File: config.mk
export PLATFORM = sky130hd
export DESIGN_NAME = uart_tx_result_ctrl
export DESIGN_NICKNAME = d
export VERILOG_FILES = /design/src/rtl/uart_ctrl_pkg.sv /design/src/rtl/uart_tx_result_ctrl_shifter.sv /design/src/rtl/uart_tx_result_ctrl.sv
export SDC_FILE = /design/constraint.sdc
export NUM_CORES = 1
export LEC_CHECK = 0
export BUFFER_PORTS_ARGS = -buffer_cell sky130_fd_sc_hd__buf_2
export CORE_AREA = 2 2 73 75
export CTS_CLUSTER_DIAMETER = 40
export DETAILED_ROUTE_END_ITERATION = 8
export DIE_AREA = 0 0 75 77
export HOLD_SLACK_MARGIN = 0.12
export PLACE_DENSITY = 0.8
export REMOVE_ABC_BUFFERS = 1
export SLEW_MARGIN = 15
export SYNTH_ARGS = -nofsm -noshare
export SYNTH_HDL_FRONTEND = slang
export SYNTH_SLANG_ARGS = --single-unit
File: constraint.sdc
create_clock -name clk -period 3.8 [get_ports clk]
set_input_delay 0.76 -clock clk [delete_from_list [all_inputs] [get_ports clk]]
set_output_delay 0.76 -clock clk [all_outputs]
set_load 0.05 [all_outputs]
File: src/rtl/uart_ctrl_pkg.sv
// Shared types and constants for the UART command/result controllers.
package uart_ctrl_pkg;

   localparam int BYTE_W = 8;

   // Result transmit sequencer states
   typedef enum logic [2:0] {
      TX_IDLE     = 3'd0,
      TX_LOAD     = 3'd1,
      TX_SEND     = 3'd2,
      TX_WAIT_ACK = 3'd3,
      TX_WAIT_TX  = 3'd4,
      TX_GAP      = 3'd5,
      TX_DONE     = 3'd6
   } tx_state_t;

endpackage : uart_ctrl_pkg

File: src/rtl/uart_tx_result_ctrl_shifter.sv
// Loadable right-shift register presenting the next result byte on its low end.
module tx_byte_shifter
   import uart_ctrl_pkg::*;
#(
   parameter int NBYTES = 2
) (
   input  logic                     clk,
   input  logic                     reset,
   input  logic                     load,
   input  logic                     shift,
   input  logic [NBYTES*BYTE_W-1:0] load_value,
   output logic [BYTE_W-1:0]        low_byte
);

   logic [NBYTES*BYTE_W-1:0] shift_r;

   // Load a whole result, or drop the byte that has just been sent
   always_ff @(posedge clk or posedge reset) begin
      if (reset) begin
         shift_r <= '0;
      end else if (load) begin
         shift_r <= load_value;
      end else if (shift) begin
         shift_r <= shift_r >> BYTE_W;
      end else begin
         shift_r <= shift_r;
      end
   end

   assign low_byte = shift_r[BYTE_W-1:0];

endmodule : tx_byte_shifter

File: src/rtl/uart_tx_result_ctrl.sv
// Sends a multi-byte result over the byte-wide UART TX core, LSB first,
// holding at most one pending result that arrives mid-transmission.
module uart_tx_result_ctrl
   import uart_ctrl_pkg::*;
#(
   parameter int NBYTES      = 2,
   parameter int GAP_CYCLES  = 1,
   parameter int ACK_TIMEOUT = 4
) (
   input  logic                     clk,
   input  logic                     reset,
   input  logic                     trigger,
   input  logic [NBYTES*BYTE_W-1:0] result,
   input  logic                     tx_busy,
   output logic                     tx_start,
   output logic [BYTE_W-1:0]        tx_data,
   output logic                     busy,
   output logic                     done,
   output logic                     overrun,
   output logic                     ack_err
);

   localparam int         RES_W    = NBYTES * BYTE_W;
   localparam logic [2:0] NBYTES_C = 3'(NBYTES);
   localparam logic [3:0] GAP_C    = 4'(GAP_CYCLES);
   localparam logic [3:0] ACK_C    = 4'(ACK_TIMEOUT);

   tx_state_t          state_r;
   tx_state_t          next_state_s;
   logic [3:0]         cnt_r;
   logic [2:0]         byte_cnt_r;
   logic               pending_r;
   logic [RES_W-1:0]   pending_val_r;
   logic               shift_load_s;
   logic               shift_en_s;
   logic [RES_W-1:0]   load_val_s;
   logic               ack_err_s;
   logic               take_pending_s;
   logic               gap_done_s;
   logic [BYTE_W-1:0]  low_byte_s;
   logic               tx_start_r;
   logic [BYTE_W-1:0]  tx_data_r;
   logic               busy_r;
   logic               done_r;
   logic               overrun_r;
   logic               ack_err_r;

   // A zero gap still spends one cycle in GAP
   assign gap_done_s = (GAP_C == 4'd0) || (cnt_r >= (GAP_C - 4'd1));

   tx_byte_shifter #(
      .NBYTES (NBYTES)
   ) u_shifter (
      .clk        (clk),
      .reset      (reset),
      .load       (shift_load_s),
      .shift      (shift_en_s),
      .load_value (load_val_s),
      .low_byte   (low_byte_s)
   );

   // State register
   always_ff @(posedge clk or posedge reset) begin
      if (reset) begin
         state_r <= TX_IDLE;
      end else begin
         state_r <= next_state_s;
      end
   end

   // Next-state decode plus shifter load/shift strobes
   always_comb begin
      next_state_s   = state_r;
      shift_load_s   = 1'b0;
      shift_en_s     = 1'b0;
      load_val_s     = result;
      ack_err_s      = 1'b0;
      take_pending_s = 1'b0;
      case (state_r)
         TX_IDLE: begin
            if (trigger) begin
               shift_load_s = 1'b1;
               next_state_s = TX_LOAD;
            end else begin
               next_state_s = TX_IDLE;
            end
         end
         TX_LOAD: begin
            next_state_s = TX_SEND;
         end
         TX_SEND: begin
            next_state_s = TX_WAIT_ACK;
         end
         TX_WAIT_ACK: begin
            if (tx_busy) begin
               next_state_s = TX_WAIT_TX;
            end else if (cnt_r >= (ACK_C - 4'd1)) begin
               // Lost byte: count it as sent so the frame still completes
               ack_err_s    = 1'b1;
               shift_en_s   = 1'b1;
               next_state_s = TX_GAP;
            end else begin
               next_state_s = TX_WAIT_ACK;
            end
         end
         TX_WAIT_TX: begin
            if (!tx_busy) begin
               shift_en_s   = 1'b1;
               next_state_s = TX_GAP;
            end else begin
               next_state_s = TX_WAIT_TX;
            end
         end
         TX_GAP: begin
            if (!gap_done_s) begin
               next_state_s = TX_GAP;
            end else if (byte_cnt_r < NBYTES_C) begin
               next_state_s = TX_SEND;
            end else begin
               next_state_s = TX_DONE;
            end
         end
         TX_DONE: begin
            // A trigger in this very cycle is newer than any stored pending result
            if (pending_r || trigger) begin
               take_pending_s = 1'b1;
               shift_load_s   = 1'b1;
               load_val_s     = trigger ? result : pending_val_r;
               next_state_s   = TX_LOAD;
            end else begin
               next_state_s = TX_IDLE;
            end
         end
         default: begin
            next_state_s = TX_IDLE;
         end
      endcase
   end

   // Shared ACK-timeout / gap counter, restarted on every state change
   always_ff @(posedge clk or posedge reset) begin
      if (reset) begin
         cnt_r <= 4'd0;
      end else if (next_state_s != state_r) begin
         cnt_r <= 4'd0;
      end else if ((state_r == TX_WAIT_ACK) || (state_r == TX_GAP)) begin
         cnt_r <= cnt_r + 4'd1;
      end else begin
         cnt_r <= 4'd0;
      end
   end

   // Bytes completed in the current frame
   always_ff @(posedge clk or posedge reset) begin
      if (reset) begin
         byte_cnt_r <= 3'd0;
      end else if (state_r == TX_LOAD) begin
         byte_cnt_r <= 3'd0;
      end else if (shift_en_s) begin
         byte_cnt_r <= byte_cnt_r + 3'd1;
      end else begin
         byte_cnt_r <= byte_cnt_r;
      end
   end

   // Single pending slot; the latest trigger wins and flags the overwrite
   always_ff @(posedge clk or posedge reset) begin
      if (reset) begin
         pending_r     <= 1'b0;
         pending_val_r <= '0;
         overrun_r     <= 1'b0;
      end else if (take_pending_s) begin
         pending_r     <= 1'b0;
         pending_val_r <= pending_val_r;
         overrun_r     <= trigger & pending_r;
      end else if (trigger && (state_r != TX_IDLE)) begin
         pending_r     <= 1'b1;
         pending_val_r <= result;
         overrun_r     <= pending_r;
      end else begin
         pending_r     <= pending_r;
         pending_val_r <= pending_val_r;
         overrun_r     <= 1'b0;
      end
   end

   // Registered outputs; tx_data only moves when a new byte is launched
   always_ff @(posedge clk or posedge reset) begin
      if (reset) begin
         tx_start_r <= 1'b0;
         tx_data_r  <= '0;
         busy_r     <= 1'b0;
         done_r     <= 1'b0;
         ack_err_r  <= 1'b0;
      end else begin
         tx_start_r <= (next_state_s == TX_SEND);
         tx_data_r  <= (next_state_s == TX_SEND) ? low_byte_s : tx_data_r;
         busy_r     <= (next_state_s != TX_IDLE);
         done_r     <= (next_state_s == TX_DONE);
         ack_err_r  <= ack_err_s;
      end
   end

   assign tx_start = tx_start_r;
   assign tx_data  = tx_data_r;
   assign busy     = busy_r;
   assign done     = done_r;
   assign overrun  = overrun_r;
   assign ack_err  = ack_err_r;

endmodule : uart_tx_result_ctrl

# Yosys cells after proc, flatten, opt, wreduce, memory -nomap -nowiden

Index checks and enable logic that the tools add are counted.

Register bits: 56
Memory bits (writable): 0
ROM bits: 0
Bits in latches: 0
Memories kept: 0

Add/sub/neg operators: 2
Reduce and logical (&&, ||, !) cells: 10
Magnitude comparators: 3
Mux-type cells: 30
Div/mod/pow operators: 0
Shifts and indexed selects: 0
Multipliers: 0
Bitwise gates (word level): 2
Equality and inequality tests: 9

Operators by type and width:

| kind                | number |
|---|---|
| $mux 16             | 5 |
| $pmux 3 s7          | 1 |
| $mux 3              | 6 |
| $mux 1              | 14 |
| $eq 3x3->1 const B  | 4 |
| $eq 3x2->1 const B  | 3 |
| $mux 4              | 2 |
| $reduce_bool 2->1   | 3 |
| $reduce_bool 3->1   | 2 |
| $add 4x1->4 const B | 1 |
| $ge 4x1->1 const B  | 1 |
| $ge 4x2->1 const B  | 1 |
| $pmux 1 s2          | 2 |
| $add 3x1->3 const B | 1 |
| $eq 3x1->1 const B  | 1 |
| $logic_not 3->1     | 1 |
| $lt 3x2->1 const B  | 1 |
| $ne 3x3->1          | 1 |
| $logic_or 1x1->1    | 2 |
| $reduce_and 2->1    | 1 |
| $and 1x1->1         | 1 |
| $logic_and 1x1->1   | 1 |
| $not 1->1           | 1 |

# Depth between registers and ports, before layout

Depth after elaboration: 6
Mapped depth: 7

# Modules after synthesis

Synthesis repeated with hierarchy kept, for this count alone.

Cell total of the unflattened synthesis: 227
Area total of the unflattened synthesis: 2683.8 um2

By module, submodules not included:

| module              | instances | area each (um2) | cells each |
|---|---|---|---|
| uart_tx_result_ctrl | 1         | 1888.1          | 149 |
| tx_byte_shifter     | 1         | 795.8           | 78 |

# Least setup slack after synthesis

OpenSTA, ideal clock, no wires.

Path kind: input to register
Start: input tx_busy
End: register u_shifter.shift_r[10]
Data required time: 3.677 ns
Buffers on the path: 3
Setup time: 0.123 ns
Stages: 7
Setup slack: 1.642 ns
Arrival: 2.036 ns
Cells stage by stage: buf_4 or4b_4 o31a_1 buf_6 and2_4 buf_6 o2bb2ai_1

Longest elaborated chain between the ends: 3
Elaborated cells on any way between the ends: 4

Ends and longest elaborated chain:

| element                              | RTL line                                              | text |
|---|---|---|
| from (decl)                          | uart_tx_result_ctrl.sv:14                             | `input logic tx_busy,` |
| $mux 1, on equally long branches     | uart_tx_result_ctrl.sv:107, uart_tx_result_ctrl.sv:95 |  |
| $pmux 1 s2 *                         | uart_tx_result_ctrl.sv:79                             | `case (state_r)` |
| $reduce_bool 2->1 (no source line) * | -                                                     |  |
| to (signal assigned)                 | uart_tx_result_ctrl_shifter.sv:22                     | `shift_r <= load_value;` |
| to (signal assigned)                 | uart_tx_result_ctrl_shifter.sv:24                     | `shift_r <= shift_r >> BYTE_W;` |
| to (signal assigned)                 | uart_tx_result_ctrl_shifter.sv:26                     | `shift_r <= shift_r;` |
| to (decl)                            | uart_tx_result_ctrl_shifter.sv:15                     | `logic [NBYTES*BYTE_W-1:0] shift_r;` |

Every way passes the cells marked *; elsewhere a longest branch is shown, timed or not.
A chain may end at the register's enable or synchronous reset.

# Final worst setup path

Start: register state_r[2]
End: register u_shifter.shift_r[11]

Longest elaborated chain between the ends: 3
Elaborated cells on any way between the ends: 9

Ends and longest elaborated chain:

| element                                      | RTL line                  | text |
|---|---|---|
| from (decl)                                  | uart_tx_result_ctrl.sv:28 | `tx_state_t state_r;` |
| from (signal assigned)                       | uart_tx_result_ctrl.sv:67 | `state_r <= next_state_s;` |
| $eq 3x3->1, or another cell as far along     | uart_tx_result_ctrl.sv:79 |  |
| $pmux 1 s2 or $mux 16 (tied branches)        | uart_tx_result_ctrl.sv:79 |  |
| $mux 16 or $reduce_bool 2->1 (tied branches) | -                         |  |

Several ways; a longest one is shown, not always the timed one.

==> results.md <==
- Status: completed
- Switching share of power: 38.4%
- Power Internal: 0.00136 W
- Power Density: 803 nW/um2
- Number of port buffers: 32
- Hold_ws: 0.449 ns
- Global Route Usage Sum: 16.7%
- Most frequent cell after synthesis: dfrtp_1
- Share of cells above drive strength 1: 31.7%
- Critical Path End Type: flip-flop
- Core ar.: 4980 um2
- Largest net degree at the start of global routing: 47
- Clk_lat worst skew: 0.31 ns
- Async SR Flop Fraction: 100%
- Synthesized flop and latch total: 56
- Register area share after synthesis: 57.3%
- Layout filler cell count: 422
- Initial antenna violation count: 0
- Post_cts resized: 0
- Max-slew violations: 0
- RD Place Congestion: 0.822
- Setup TNS: 0 ns
- Most used DFF post-synth: dfrtp_1
- WP data arrival: 2.26 ns
- Gr ovfl total: 0
- Root Buffer: clkbuf_8
- Hold Crit Class: reg -> reg
- Psw: 0.000845 W
- Die width: 75 um
- RSZ-0062 raised after global routing: no
- H-Tree Depth: 2
- Clock slew at reported path FFs: 0.09 ns
- Ports: 33
- Rel. slew slack: 39.2%
- Worst Setup SP: state_r[2]$_DFF_PP0_
- Critical path required time: 4.03 ns
- TritonCTS clock tree: built
- Number of global-route vias before repair: 1551
- Worst-path fanout max: 26
- Via count: 1522
- VDD IR max: 0.353 mV
- DIE HEIGHT: 77 um
- Crit Path Class: reg -> reg
- Ant diodes: 0
- Num Clock Sinks: 56
- Fin cells: 291
- Total Die Area: 5780 um2
- Max-cap check violation count: 0
- Yosys Warn Count: 0
- Fmax: 492 MHz
- Routed wire length: 4120 um
- Synth area leaders: dfrtp_1 (57%), mux2_2 (11%), mux2i_1 (7.8%), o2bb2ai_1 (2.9%), nand2_1 (2.1%)
- CTS Hold Bufs: 0
- Synthesized instance count: 189
- Synthesized area: 2450 um2
- Finished Core Util: 55.1%
- Post-CTS setup buffer count: 0
- DRT antenna net count: 0
- Worst Reg2Reg Path Length in Cells: 4
- Clock power share: 14.7%
- Router iterations before antenna repair: 4
- Pwr Total: 0.00220 W
- TritonCTS Buffers: 5
- Commonest cells post-synth: dfrtp_1 (56), mux2_2 (24), mux2i_1 (19), nand2_1 (14)
- Period Utilization, post-route: 53.5%
- Rows: 26
- Syn avg cell area: 12.9 um2
- Cell variety after synth: 36
- Clock Skew: 0.00399 ns
- Worst Tran Pin Value: 0.911 ns
- Post-route minimum period: 2.03 ns
- FF+latch area: 1400 um2
- Count of final setup violators: 0
- Largest area contributor in the netlist: dfrtp_1
- Area of the multi-input gates: 973 um2
- First-pass GRT wire length: 7220 um
- Static leakage: 1.22 nW
- Vias/cell: 5.23
- Hold path cells: 1
- Seq pwr share: 45.1%
- Final hold vios: 0
- Detailed placer's ending HPWL: 2860 um
- Starting density of the core: 49.1%
- Comb pwr share: 40.2%
- Worst Setup Start Kind: flip-flop
- Post-synth EDFFs: 0
- Initial drt markers: 101
- R2R setup slack: 1.77 ns
- Nets@finish: 242
- Drc violations: 0
- Cells after DPL: 283
- Deepest clock path buffer count: 2
- Launch point of the worst hold path: cnt_r[0]$_DFF_PP0_
- Routed len/inst: 14.2 um
- R2R Path Start: state_r[2]$_DFF_PP0_
- Synth top area share: 57.3%
- Synthesis-to-layout area growth: 12.1%
==> layout make-up <==
class | instances | area share, %
Timing Repair Buffer | 34 | 6.39
Tap cell | 70 | 3.19
Clock buffer | 8 | 3.28
Multi-Input combinational cell | 119 | 35.5
Inverter | 4 | 0.547
Sequential cell | 56 | 51.1
==> critical path, stage by stage, from the launching register on <==
cell,delay (ns)
dfrtp_1,0.48
nand2b_1,0.29
a41oi_4,0.73
and2_4,0.33
o2bb2ai_1,0.12
==> registers in the layout, indices dropped and copies added, names as in the netlist <==
| signal | flops |
|---|---|
| overrun | 1 |
| state_r | 3 |
| tx_data | 8 |
| u_shifter.shift_r | 16 |
| done | 1 |
| cnt_r | 4 |
| busy | 1 |
| tx_start | 1 |
| pending_val_r | 16 |
| byte_cnt_r | 3 |
| pending_r | 1 |
| ack_err | 1 |
==> final timing paths <==
check / endpoint
min: cnt_r[0]$_DFF_PP0_
max: u_shifter.shift_r[11]$_DFFE_PP0P_
min in group asynchronous: pending_val_r[7]$_DFFE_PP0P_
min reg2reg: cnt_r[0]$_DFF_PP0_
max in group asynchronous: u_shifter.shift_r[13]$_DFFE_PP0P_
max reg2reg: u_shifter.shift_r[11]$_DFFE_PP0P_
==> power groups by stage <==
stage | clock [W] | sequential (W) | combinational [W]
after floorplan | 0 | 0.00116 | 0.000516
after global placement | 0 | 0.000998 | 0.000858
after detailed placement | 0 | 0.00101 | 0.000885
after CTS | 0.000336 | 0.000993 | 0.000888
after global routing | 0.000361 | 0.00103 | 0.000978
final | 0.000323 | 0.000993 | 0.000887
==> logic make-up (layout without fill, tap and decap cells) <==
family	after synthesis	after routing	synth area share, %
XOR/XNOR	1	1	0.358
adder cells (fa/ha/maj)	2	2	1.02
flip-flops	56	56	57.3
multiplexers	43	43	18.8
other	1	2	0.153
buffers and inverters	15	46	3.78
AO/OA/AOI/OAI	27	27	9.11
AND/OR/NAND/NOR	44	44	9.46
==> through the flow <==
step	instance area [um2]	setup slack, ns
after floorplan	2370	0.0226
after global placement	2640	1.44
after detailed placement	2640	1.39
after CTS	2730	1.52
after global routing	2740	1.61
final	2740	1.77
==> cells in the final DEF, fill, tap and decap left out, types with 2 or more instances in the layout <==
cell and n:
mux2i_1 19, o2bb2ai_1 8, nor4_1 2, nor3_1 3, buf_2 32, conb_1 2
clkbuf_1 2, o211ai_1 7, a21oi_1 2, mux2_2 24, clkbuf_8 6, dfrtp_1 56
o21ai_0 3, nand2_1 14, inv_1 3, nand2b_1 4, nand3_1 8, ha_1 2
nor2_1 5, buf_4 2, or3_1 2
==> routing by layer <==
layer	GRT usage, %	wire length [um]
met1	21.7	1880
met2	26.2	2000
met3	4.07	153
met4	6.96	85
met5	0	0
No activity file was read; power rests on OpenSTA's default activity.
